File: config.mk
export PLATFORM = sky130hd
export DESIGN_NAME = seg7_page_sched
export DESIGN_NICKNAME = d
export VERILOG_FILES = /design/src/rtl/seg7_pkg.sv /design/src/rtl/seg7_rr_pick.sv /design/src/rtl/seg7_page_sched.sv
export SDC_FILE = /design/constraint.sdc
export NUM_CORES = 1
export LEC_CHECK = 0
export CORE_ASPECT_RATIO = 1.25
export CORE_MARGIN = 5
export CORE_UTILIZATION = 35
export DETAILED_ROUTE_END_ITERATION = 16
export PLACE_DENSITY = 0.72
export SYNTH_ARGS = -nofsm -noshare
export SYNTH_HDL_FRONTEND = slang
export SYNTH_SLANG_ARGS = --single-unit
File: constraint.sdc
create_clock -name CLK100MHZ -period 7.5 [get_ports CLK100MHZ]
set_input_delay 1.5 -clock CLK100MHZ [delete_from_list [all_inputs] [get_ports CLK100MHZ]]
set_output_delay 1.5 -clock CLK100MHZ [all_outputs]
set_load 0.01 [all_outputs]
File: src/rtl/seg7_pkg.sv
// seg7_pkg: shared scheduler states, urgent page index and glyph table.
// Used by seg7_page_sched and the seven-segment value-display driver.
package seg7_pkg;

    typedef enum logic [1:0] {
        IDLE   = 2'd0,
        SHOW   = 2'd1,
        URGENT = 2'd2
    } sched_state_t;

    // The urgent page sits just past the last rotating source.
    function automatic logic [3:0] urg_src(input int nsrc);
        return 4'(nsrc);
    endfunction

    // Active-low segments, bit order {g,f,e,d,c,b,a}.
    localparam logic [6:0] GLYPH_HEX [16] = '{
        7'b1000000, 7'b1111001, 7'b0100100, 7'b0110000,
        7'b0011001, 7'b0010010, 7'b0000010, 7'b1111000,
        7'b0000000, 7'b0010000, 7'b0001000, 7'b0000011,
        7'b1000110, 7'b0100001, 7'b0000110, 7'b0001110
    };
    localparam logic [6:0] GLYPH_BLANK = 7'b1111111;
    localparam logic [6:0] GLYPH_DASH  = 7'b0111111;

endpackage

File: src/rtl/seg7_rr_pick.sv
// seg7_rr_pick: finds the first valid source after cur, wrapping to 0.
// cur itself is searched last, so only_cur flags "nothing else to show".
module seg7_rr_pick
#(
    parameter int NSRC = 4
) (
    input  logic [NSRC-1:0] src_valid,
    input  logic [2:0]      cur,
    output logic [2:0]      nxt,
    output logic            found,
    output logic            only_cur
);

    logic [7:0] vpad;
    int         j;

    always_comb begin
        vpad = '0;
        vpad[NSRC-1:0] = src_valid;
    end

    // Scan from the far end so the nearest hit is written last.
    always_comb begin
        nxt   = cur;
        found = 1'b0;
        j     = 0;
        for (int i = NSRC; i >= 1; i--) begin
            j = int'(cur) + i;
            if (j >= NSRC) j = j - NSRC;
            if (vpad[j[2:0]]) begin
                nxt   = j[2:0];
                found = 1'b1;
            end
        end
    end

    assign only_cur = found && (nxt == cur);

endmodule

File: src/rtl/seg7_page_sched.sv
// seg7_page_sched: round-robin page scheduler for the 8-digit display.
// Optional urgent blink enabled by defining SEG7_SCHED_BLINK_EN.
module seg7_page_sched
    import seg7_pkg::*;
#(
    parameter int NSRC      = 4,
    parameter int DWELL_CYC = 200_000_000,
    parameter int URG_CYC   = 300_000_000,
    parameter int BLINK_CYC = 25_000_000
) (
    input  logic                CLK100MHZ,
    input  logic                CPU_RESETN,
    input  logic [NSRC-1:0]     src_valid,
    input  logic [16*NSRC-1:0]  src_data,
    input  logic                urg_req,
    input  logic [15:0]         urg_data,
    output logic                urg_ack,
    input  logic                hold,
    input  logic                next_btn,
    output logic [15:0]         disp_value,
    output logic [3:0]          disp_src,
    output logic                disp_load,
    output logic                disp_blank
);

    localparam int MAXC = (DWELL_CYC > URG_CYC) ? DWELL_CYC : URG_CYC;
    localparam int CW   = $clog2(MAXC);
    localparam logic [CW-1:0] DWELL_LAST = CW'(DWELL_CYC - 1);
    localparam logic [CW-1:0] URG_LAST   = CW'(URG_CYC - 1);
    localparam logic [3:0]    URG_SRC    = urg_src(NSRC);

    if (NSRC < 2 || NSRC > 8 || BLINK_CYC < 1) begin : g_bad_param
        $error("seg7_page_sched: parameter out of range");
    end

    sched_state_t    state, state_n;
    logic [2:0]      cur, cur_n, pick_cur, nxt;
    logic [CW-1:0]   cnt, cnt_n;
    logic [15:0]     val_n, cur_data;
    logic [3:0]      src_n;
    logic            load_n, ack_n, blank_n;
    logic            found, only_cur, cur_ok, adv;

`ifdef SEG7_SCHED_BLINK_EN
    localparam int BW = (BLINK_CYC > 1) ? $clog2(BLINK_CYC) : 1;
    localparam logic [BW-1:0] BLINK_LAST = BW'(BLINK_CYC - 1);
    logic [BW-1:0] bcnt, bcnt_n;
`endif

    // In IDLE, searching from NSRC-1 yields the lowest valid index.
    assign pick_cur = (state == IDLE) ? 3'(NSRC - 1) : cur;

    seg7_rr_pick #(.NSRC(NSRC)) u_pick (
        .src_valid (src_valid),
        .cur       (pick_cur),
        .nxt       (nxt),
        .found     (found),
        .only_cur  (only_cur)
    );

    always_comb begin
        cur_data = '0;
        cur_ok   = 1'b0;
        for (int i = 0; i < NSRC; i++) begin
            if (cur == 3'(i)) begin
                cur_data = src_data[16*i +: 16];
                cur_ok   = src_valid[i];
            end
        end
    end

    always_comb begin
        state_n = state;
        cur_n   = cur;
        cnt_n   = cnt;
        val_n   = disp_value;
        src_n   = disp_src;
        load_n  = 1'b0;
        ack_n   = 1'b0;
        blank_n = disp_blank;
        adv     = 1'b0;
`ifdef SEG7_SCHED_BLINK_EN
        bcnt_n  = bcnt;
`endif
        unique case (state)
            IDLE: begin
                if (found) begin
                    state_n = SHOW;
                    cur_n   = nxt;
                    src_n   = {1'b0, nxt};
                    load_n  = 1'b1;
                    cnt_n   = '0;
                    blank_n = 1'b0;
                end
            end
            SHOW: begin
                val_n = cur_data;
                adv   = !cur_ok || next_btn ||
                        (!hold && cnt == DWELL_LAST);
                if (!adv && !hold) cnt_n = cnt + CW'(1);
            end
            URGENT: begin
                if (cnt == URG_LAST) begin
                    state_n = SHOW;
                    cnt_n   = '0;
                    blank_n = 1'b0;
                    if (cur_ok) begin
                        src_n  = {1'b0, cur};
                        load_n = 1'b1;
                    end else begin
                        adv = 1'b1;
                    end
                end else begin
                    cnt_n = cnt + CW'(1);
                end
            end
            default: state_n = IDLE;
        endcase

        if (adv) begin
            cnt_n = '0;
            if (!found) begin
                state_n = IDLE;
                blank_n = 1'b1;
            end else if (!only_cur) begin
                cur_n  = nxt;
                src_n  = {1'b0, nxt};
                load_n = 1'b1;
            end
        end

`ifdef SEG7_SCHED_BLINK_EN
        if (state == URGENT && state_n == URGENT) begin
            if (bcnt == BLINK_LAST) begin
                bcnt_n  = '0;
                blank_n = !disp_blank;
            end else begin
                bcnt_n = bcnt + BW'(1);
            end
        end
`endif

        // Urgent capture overrides any rotation decision this cycle.
        if (urg_req) begin
            state_n = URGENT;
            cur_n   = cur;
            cnt_n   = '0;
            val_n   = urg_data;
            src_n   = URG_SRC;
            load_n  = 1'b1;
            ack_n   = 1'b1;
            blank_n = 1'b0;
`ifdef SEG7_SCHED_BLINK_EN
            bcnt_n  = '0;
`endif
        end
    end

    always_ff @(posedge CLK100MHZ or negedge CPU_RESETN) begin
        if (!CPU_RESETN) begin
            state      <= IDLE;
            cur        <= '0;
            cnt        <= '0;
            disp_value <= '0;
            disp_src   <= '0;
            disp_load  <= 1'b0;
            urg_ack    <= 1'b0;
            disp_blank <= 1'b1;
        end else begin
            state      <= state_n;
            cur        <= cur_n;
            cnt        <= cnt_n;
            disp_value <= val_n;
            disp_src   <= src_n;
            disp_load  <= load_n;
            urg_ack    <= ack_n;
            disp_blank <= blank_n;
        end
    end

`ifdef SEG7_SCHED_BLINK_EN
    always_ff @(posedge CLK100MHZ or negedge CPU_RESETN) begin
        if (!CPU_RESETN) bcnt <= '0;
        else             bcnt <= bcnt_n;
    end
`endif

endmodule

==> run_results.csv, run 1 <==
group,metric,value,unit
outcome,status,"finished clean",
floorplan,rows,45,
sta,setup_ws,3.03,ns
yosys,syn_inst,462,
worst_setup_path,end_kind,"register",
final_layout,mostFrequentLayoutCells,"109 x clkdlybuf4s50_1, 56 x dfrtp_1, 45 x nand2_1",
global_route,antenna_found_initial,0,
placed_design,placed_area,5370,um^2
final_layout,final_area,5670,um^2
final_layout,fill_cells,1129,
worst_setup_path,cp_max_fo,29,
worst_setup_path,crit_type,"in2reg",
placed_design,place_ws,2.73,ns
sta,max_slew_margin,18.4,%
sta,setup_tns,0,ns
yosys,synth-seq-cells,57,
cts,cts_setup_buffers,0,
placed_design,place_hpwl,9530,um
yosys,synthArstFlopShare,100,%
yosys,yosysUniqueCellTypes,73,
worst_setup_path,cp.required,7.72,ns
global_route,grt.total_usage,18.1,%
final_layout,nets,648,
sta,fmax,0.224,GHz
cts,htree_num_levels,3,
yosys,syn-cell-area,4240,um^2
pwr,p_leak,2.24,nW
yosys,synth.net_count,558,
pwr,p_total,1.71,mW
global_route,grt_pass1_vias,4118,
sta,finalHoldViolations,0,
final_layout,mostFrequentLayoutCell,"clkdlybuf4s50_1",
pwr,power_frac_seq,23.0,%
floorplan,start_util,35.3,%
sta,slew_viol_final,0,
yosys,synth_enable_flop_cells,0,
global_route,grt_overflow,0,
yosys,ys_seq_area_share,33.7,%
pwr,ir_worst_vdd,0.000130,V
yosys,syn_area_per_cell,9.17,um^2
routing,wl_per_cell,18.5,um
pwr,share_comb_of_total_power,52.4,%
sta,rsz0062_at_grt,"false",
cts,clk_latency,0.34,ns
cts,cts_tree,"done",
floorplan,dieArea,14400,um^2
sta,min_period,4.47,ns
hold_path,hold_class,"reg2reg",
cts,path_clk_slew,0.05,ns
worst_setup_path,max_stage_delay,0.58,ns
final_layout,drive_gt1_share,11.0,%
cts,root_buffer,"clkbuf_16",
sta,setup_violations,0,
routing,num_vias,4169,
floorplan,io_pins,112,
sta,post-route-period-util,59.6,%
routing,first_iter_violations,311,
routing,antenna_left,0,
routing,dr.pass1.iters,5,
cts,cts_max_path_buffers,2,
worst_setup_path,arrival,4.69,ns
global_route,grt_max_degree,58,
pwr,pwr-share-clk,24.6,%
final_layout,fin_util,47.3,%
pwr,p_sw,0.721,mW
pwr,swShare,42.2,%
flow_run,maxCapViolCount,0,
worst_setup_path,slowest_stage,"mux4_2",
routing,finalWirelength,13400,um
placed_design,gp_congestion,0.832,
cts,holdBufCountCts,0,
floorplan,die_w,108,um
routing,post_drt_via_cell_ratio,5.78,
placed_design,port_buffers,111,
sta,finClkSkew,0.00525,ns
cts,post_cts_resized,0,
cts,numCtsBuffers,9,
global_route,grt_pass1_wl,20900,um
worst_setup_path,path_cells,"clkdlybuf4s50_1, mux4_2, a21oi_1, and4_1, a31o_2, o32a_2, nand2_4, o41ai_1",
yosys,ys_warn_count,0,
pwr,intPower,0.986,mW
routing,drc,0,
pwr,power_density,301,nW/um^2
final_layout,area_growth,33.9,%
floorplan,core_area,12000,um^2
worst_setup_path,worstSetupStartpointType,"input port",
cts,cts.sinks,57,
yosys,synth_ff_type,"dfrtp_1",
floorplan,fp.dieH,133,um
final_layout,n_antenna_cell,0,
sta,worst_pin_slew,1.22,ns
==> power by group through the flow <==
stage | registers [mW] | clock network (mW) | logic (mW)
final | 0.392 | 0.420 | 0.895
after global routing | 0.398 | 0.446 | 0.972
after CTS | 0.392 | 0.430 | 0.895
after detailed placement | 0.397 | 0 | 0.890
after global placement | 0.394 | 0 | 0.872
after floorplan | 0.381 | 0 | 0.682
==> final timing paths <==
path	start	cells past startpoint	slack, ns	endpoint
min	cnt[12]$_DFFE_PN0P_	1	0.50	cnt[12]$_DFFE_PN0P_
max in group asynchronous	CPU_RESETN	2	5.67	cnt[7]$_DFFE_PN0P_
min reg2reg	cnt[12]$_DFFE_PN0P_	1	0.50	cnt[12]$_DFFE_PN0P_
max reg2reg	cur[1]$_DFFE_PN0N_	7	3.74	cnt[4]$_DFFE_PN0P_
max	src_valid[3]	8	3.03	cnt[13]$_DFFE_PN0P_
min in group asynchronous	CPU_RESETN	2	1.33	disp_value[14]$_DFFE_PN0P_
==> synth_stat cells, types with 11 or more instances <==
| master | instances | area share, % |
|---|---|---|
| nand2_1 | 45 | 4.0 |
| nor3_1 | 21 | 2.5 |
| nand4_1 | 11 | 1.6 |
| inv_1 | 13 | 1.2 |
| clkbuf_1 | 11 | 0.97 |
| nand3_1 | 18 | 2.1 |
| o21ai_1 | 11 | 1.3 |
| o31ai_1 | 25 | 4.4 |
| a21oi_1 | 28 | 3.3 |
| buf_2 | 11 | 1.3 |
| mux4_2 | 17 | 9.0 |
| nor2_1 | 20 | 1.8 |
| dfrtp_1 | 56 | 33 |
| o21ai_0 | 28 | 3.3 |
| nor2b_1 | 18 | 2.7 |
==> through the flow <==
stage               hold WS, ns  instances
CTS                       0.500        721
global placement          0.478        705
global route              0.516        721
detailed placement        0.491        705
floorplan                 0.457        462
finish                    0.501        721
==> registers in the layout (all words and copies together), names as in the netlist <==
register	cells
cnt	29
disp_value	16
disp_src	4
cur	3
state	2
disp_blank	1
disp_load	1
urg_ack	1
==> routing by layer <==
metal / GRT usage (%) / wire (um)
met5: 0 / 0
met2: 32.4 / 6710
met3: 4.83 / 1100
met1: 19.8 / 5180
met4: 7.86 / 355
==> layout make-up <==
cell class                 count  area [um^2]  area share, %
tap                          164          205           3.62
timing repair buffer         114         1120           19.8
sequential                    57         1430           25.2
clock inverter                 6         66.3           1.17
multi-input combinational    357         2560           45.2
clock buffer                  10          239           4.21
inverter                      13         48.8          0.860
==> critical path, delay by kind of cell <==
family	cells	cell delay [ns]
mux	1	0.58
simple gates	2	0.39
compound gates	4	1.67
buf+inv	1	0.54
==> logic make-up after synthesis <==
group / count (synthesis) / synth area share, %
xor+xnor: 1 / 0.207
buf+inv: 48 / 5.82
mux: 26 / 11.2
fa+ha+maj: 7 / 2.07
flops: 57 / 33.7
compound gates: 137 / 21.9
simple gates: 186 / 25.2
No activity file was read; power rests on OpenSTA's default activity.
==> run 2, diff against run 1 <==
==> constraint.sdc (replaced) <==
create_clock -name CLK100MHZ -period 4.4 [get_ports CLK100MHZ]
set_input_delay 0.88 -clock CLK100MHZ [delete_from_list [all_inputs] [get_ports CLK100MHZ]]
set_output_delay 0.88 -clock CLK100MHZ [all_outputs]
set_load 0.01 [all_outputs]
==> run_results.csv, run 2 (synthesized netlist as in run 1, its figures left out) <==
group,metric,value,unit
sta,finClkSkew,0.00349,ns
floorplan,fp.dieH,133,um
sta,setup_ws,0.572,ns
floorplan,io_pins,112,
routing,first_iter_violations,277,
worst_setup_path,arrival,4.03,ns
global_route,grt_pass1_wl,20800,um
pwr,power_density,517,nW/um^2
placed_design,place_ws,0.273,ns
worst_setup_path,reg2reg_depth,12,
routing,dr.pass1.iters,6,
hold_path,worstHoldStart,"cnt[26]$_DFFE_PN0P_",
final_layout,nets,654,
routing,post_drt_via_cell_ratio,5.74,
placed_design,gp_congestion,0.880,
floorplan,dieArea,14400,um^2
final_layout,largestRegisters,"cnt x29, disp_value x16, disp_src x4",
outcome,status,"finished clean",
floorplan,rows,45,
routing,finalWirelength,13200,um
sta,fmax,0.261,GHz
final_layout,regMostFlops,"cnt",
hold_path,worst_hold_path.num_cells,1,
sta,rsz0062_at_grt,"false",
final_layout,drive_gt1_share,11.7,%
global_route,grt_max_degree,48,
floorplan,core_area,12000,um^2
routing,drc,0,
final_layout,n_antenna_cell,0,
final_layout,fill_cells,1128,
cts,path_clk_slew,0.05,ns
cts,cts_max_path_buffers,2,
worst_setup_path,cpLargestDelayFamily,"simple AND/OR/NAND/NOR gates",
cts,holdBufCountCts,0,
sta,setup_violations,0,
sta,max_slew_margin,20.0,%
floorplan,die_w,108,um
cts,cts.sinks,57,
placed_design,place_hpwl,9880,um
final_layout,mostFrequentLayoutCell,"clkdlybuf4s50_1",
final_layout,mostFrequentLayoutCells,"109 x clkdlybuf4s50_1, 56 x dfrtp_1, 45 x nand2_1",
worst_setup_path,worst_r2r_startpoint,"state[0]$_DFF_PN0_",
cts,root_buffer,"clkbuf_16",
hold_path,hold_class,"reg2reg",
worst_setup_path,crit_buf_inv,1,
global_route,grt.total_usage,18.1,%
sta,worst_pin_slew,1.20,ns
worst_setup_path,r2r-end,"disp_src[0]$_DFF_PN0_",
worst_setup_path,r2r_slack,0.90,ns
routing,num_vias,4174,
global_route,antenna_found_initial,0,
sta,finalHoldViolations,0,
worst_setup_path,worstSetupStartpointType,"input port",
cts,numCtsBuffers,9,
sta,post-route-period-util,87.0,%
pwr,p_leak,2.29,nW
routing,antenna_left,0,
placed_design,port_buffers,111,
cts,clk_latency,0.32,ns
global_route,grt_pass1_vias,4184,
routing,wl_per_cell,18.2,um
pwr,ir_worst_vdd,0.000300,V
cts,post_cts_resized,0,
sta,min_period,3.83,ns
cts,cts_tree,"done",
worst_setup_path,crit_type,"in2reg",
cts,cts_setup_buffers,0,
worst_setup_path,slowest_stage,"nor3_4",
hold_path,whs_endpoint,"cnt[26]$_DFFE_PN0P_",
final_layout,area_growth,35.5,%
floorplan,start_util,35.3,%
worst_setup_path,path_cells,"clkdlybuf4s50_1, mux4_2, nand2_1, a31o_1, a31o_2, nor3_4, o41ai_1, a22o_1",
worst_setup_path,cp_max_fo,29,
sta,setup_tns,0,ns
cts,htree_num_levels,3,
worst_setup_path,cp.required,4.60,ns
worst_setup_path,max_stage_delay,1.02,ns
global_route,grt_overflow,0,
worst_setup_path,end_kind,"register",
flow_run,maxCapViolCount,0,
final_layout,largest_reg_flops,29,
sta,slew_viol_final,0,
-- run 2: cell types whose count changed in the layout (fill, tap and decap cells not counted) --
cell / change
inv_6: -1
buf_4: +6
clkinv_2: -1
clkbuf_8: +4
clkbuf_1: +1
clkinvlp_4: -3
-- run 2: per-stage QoR --
step / power, mW / cell area [um^2] / util (%) / cells / hold WS (ns)
after floorplan: 1.81 / 4240 / - / 462 / 0.457
after global placement: 2.19 / 5410 / 45.1 / 711 / 0.493
after detailed placement: 2.23 / 5410 / 45.1 / 711 / 0.498
after CTS: 2.98 / 5740 / 47.9 / 727 / 0.505
after global routing: 3.16 / 5740 / 47.9 / 727 / 0.523
final: 2.97 / 5740 / 47.9 / 727 / 0.498
-- run 2: final cells by class --
cell class	instances	area (um^2)	area share, %
clock buffer	15	298	5.19
clock inverter	1	30.0	0.523
inverter	13	48.8	0.850
multi-input combinational	357	2560	44.7
sequential	57	1430	24.9
tap	164	205	3.57
timing repair buffer	120	1170	20.4
-- run 2: worst max path at each step --
stage                             from             endpoint  cells past startpoint
floorplan           state[0]$_DFF_PN0_  cnt[13]$_DFFE_PN0P_                     12
global placement          src_valid[3]   cnt[4]$_DFFE_PN0P_                      8
detailed placement        src_valid[3]   cnt[4]$_DFFE_PN0P_                      8
CTS                       src_valid[3]   cnt[4]$_DFFE_PN0P_                      8
global route              src_valid[3]   cnt[4]$_DFFE_PN0P_                      8
finish                    src_valid[3]   cnt[4]$_DFFE_PN0P_                      8
-- run 2: power breakdown --
| group | total (mW) | switching (mW) | internal (mW) | leakage, nW |
|---|---|---|---|---|
| clock network | 0.744 | 0.229 | 0.515 | 0.162 |
| registers | 0.645 | 0.0541 | 0.591 | 0.745 |
| logic | 1.58 | 0.915 | 0.664 | 1.38 |
-- run 2: worst reg2reg max path: stages, from the launching register on --
cell      delay [ns]
dfrtp_1         0.40
inv_1           0.11
ha_1            0.32
buf_4           0.22
nor2_1          0.16
inv_1           0.11
ha_1            0.35
mux2i_1         0.22
o32a_1          0.21
nand3_2         0.19
o311ai_1        0.65
nand2_1         0.13
a221oi_1        0.32
-- run 2: routing by layer --
metal | part of all wire [%] | GRT usage, % | routed length [um]
met1 | 38 | 20.0 | 5050
met4 | 2.9 | 7.44 | 387
met3 | 8.7 | 5.51 | 1150
met5 | 0 | 0 | 0
met2 | 50 | 31.8 | 6620
==> run 3, diff against run 2 <==
--- a/config.mk
+++ b/config.mk
@@ -8,7 +8,9 @@
 export CORE_ASPECT_RATIO = 1.25
 export CORE_MARGIN = 5
 export CORE_UTILIZATION = 35
+export CTS_CLUSTER_DIAMETER = 200
 export DETAILED_ROUTE_END_ITERATION = 16
+export HOLD_SLACK_MARGIN = 0.02
 export PLACE_DENSITY = 0.72
 export SYNTH_ARGS = -nofsm -noshare
 export SYNTH_HDL_FRONTEND = slang
==> results of run 3 <==
No change in the layout: final DEF, timing and power equal those of run 2.
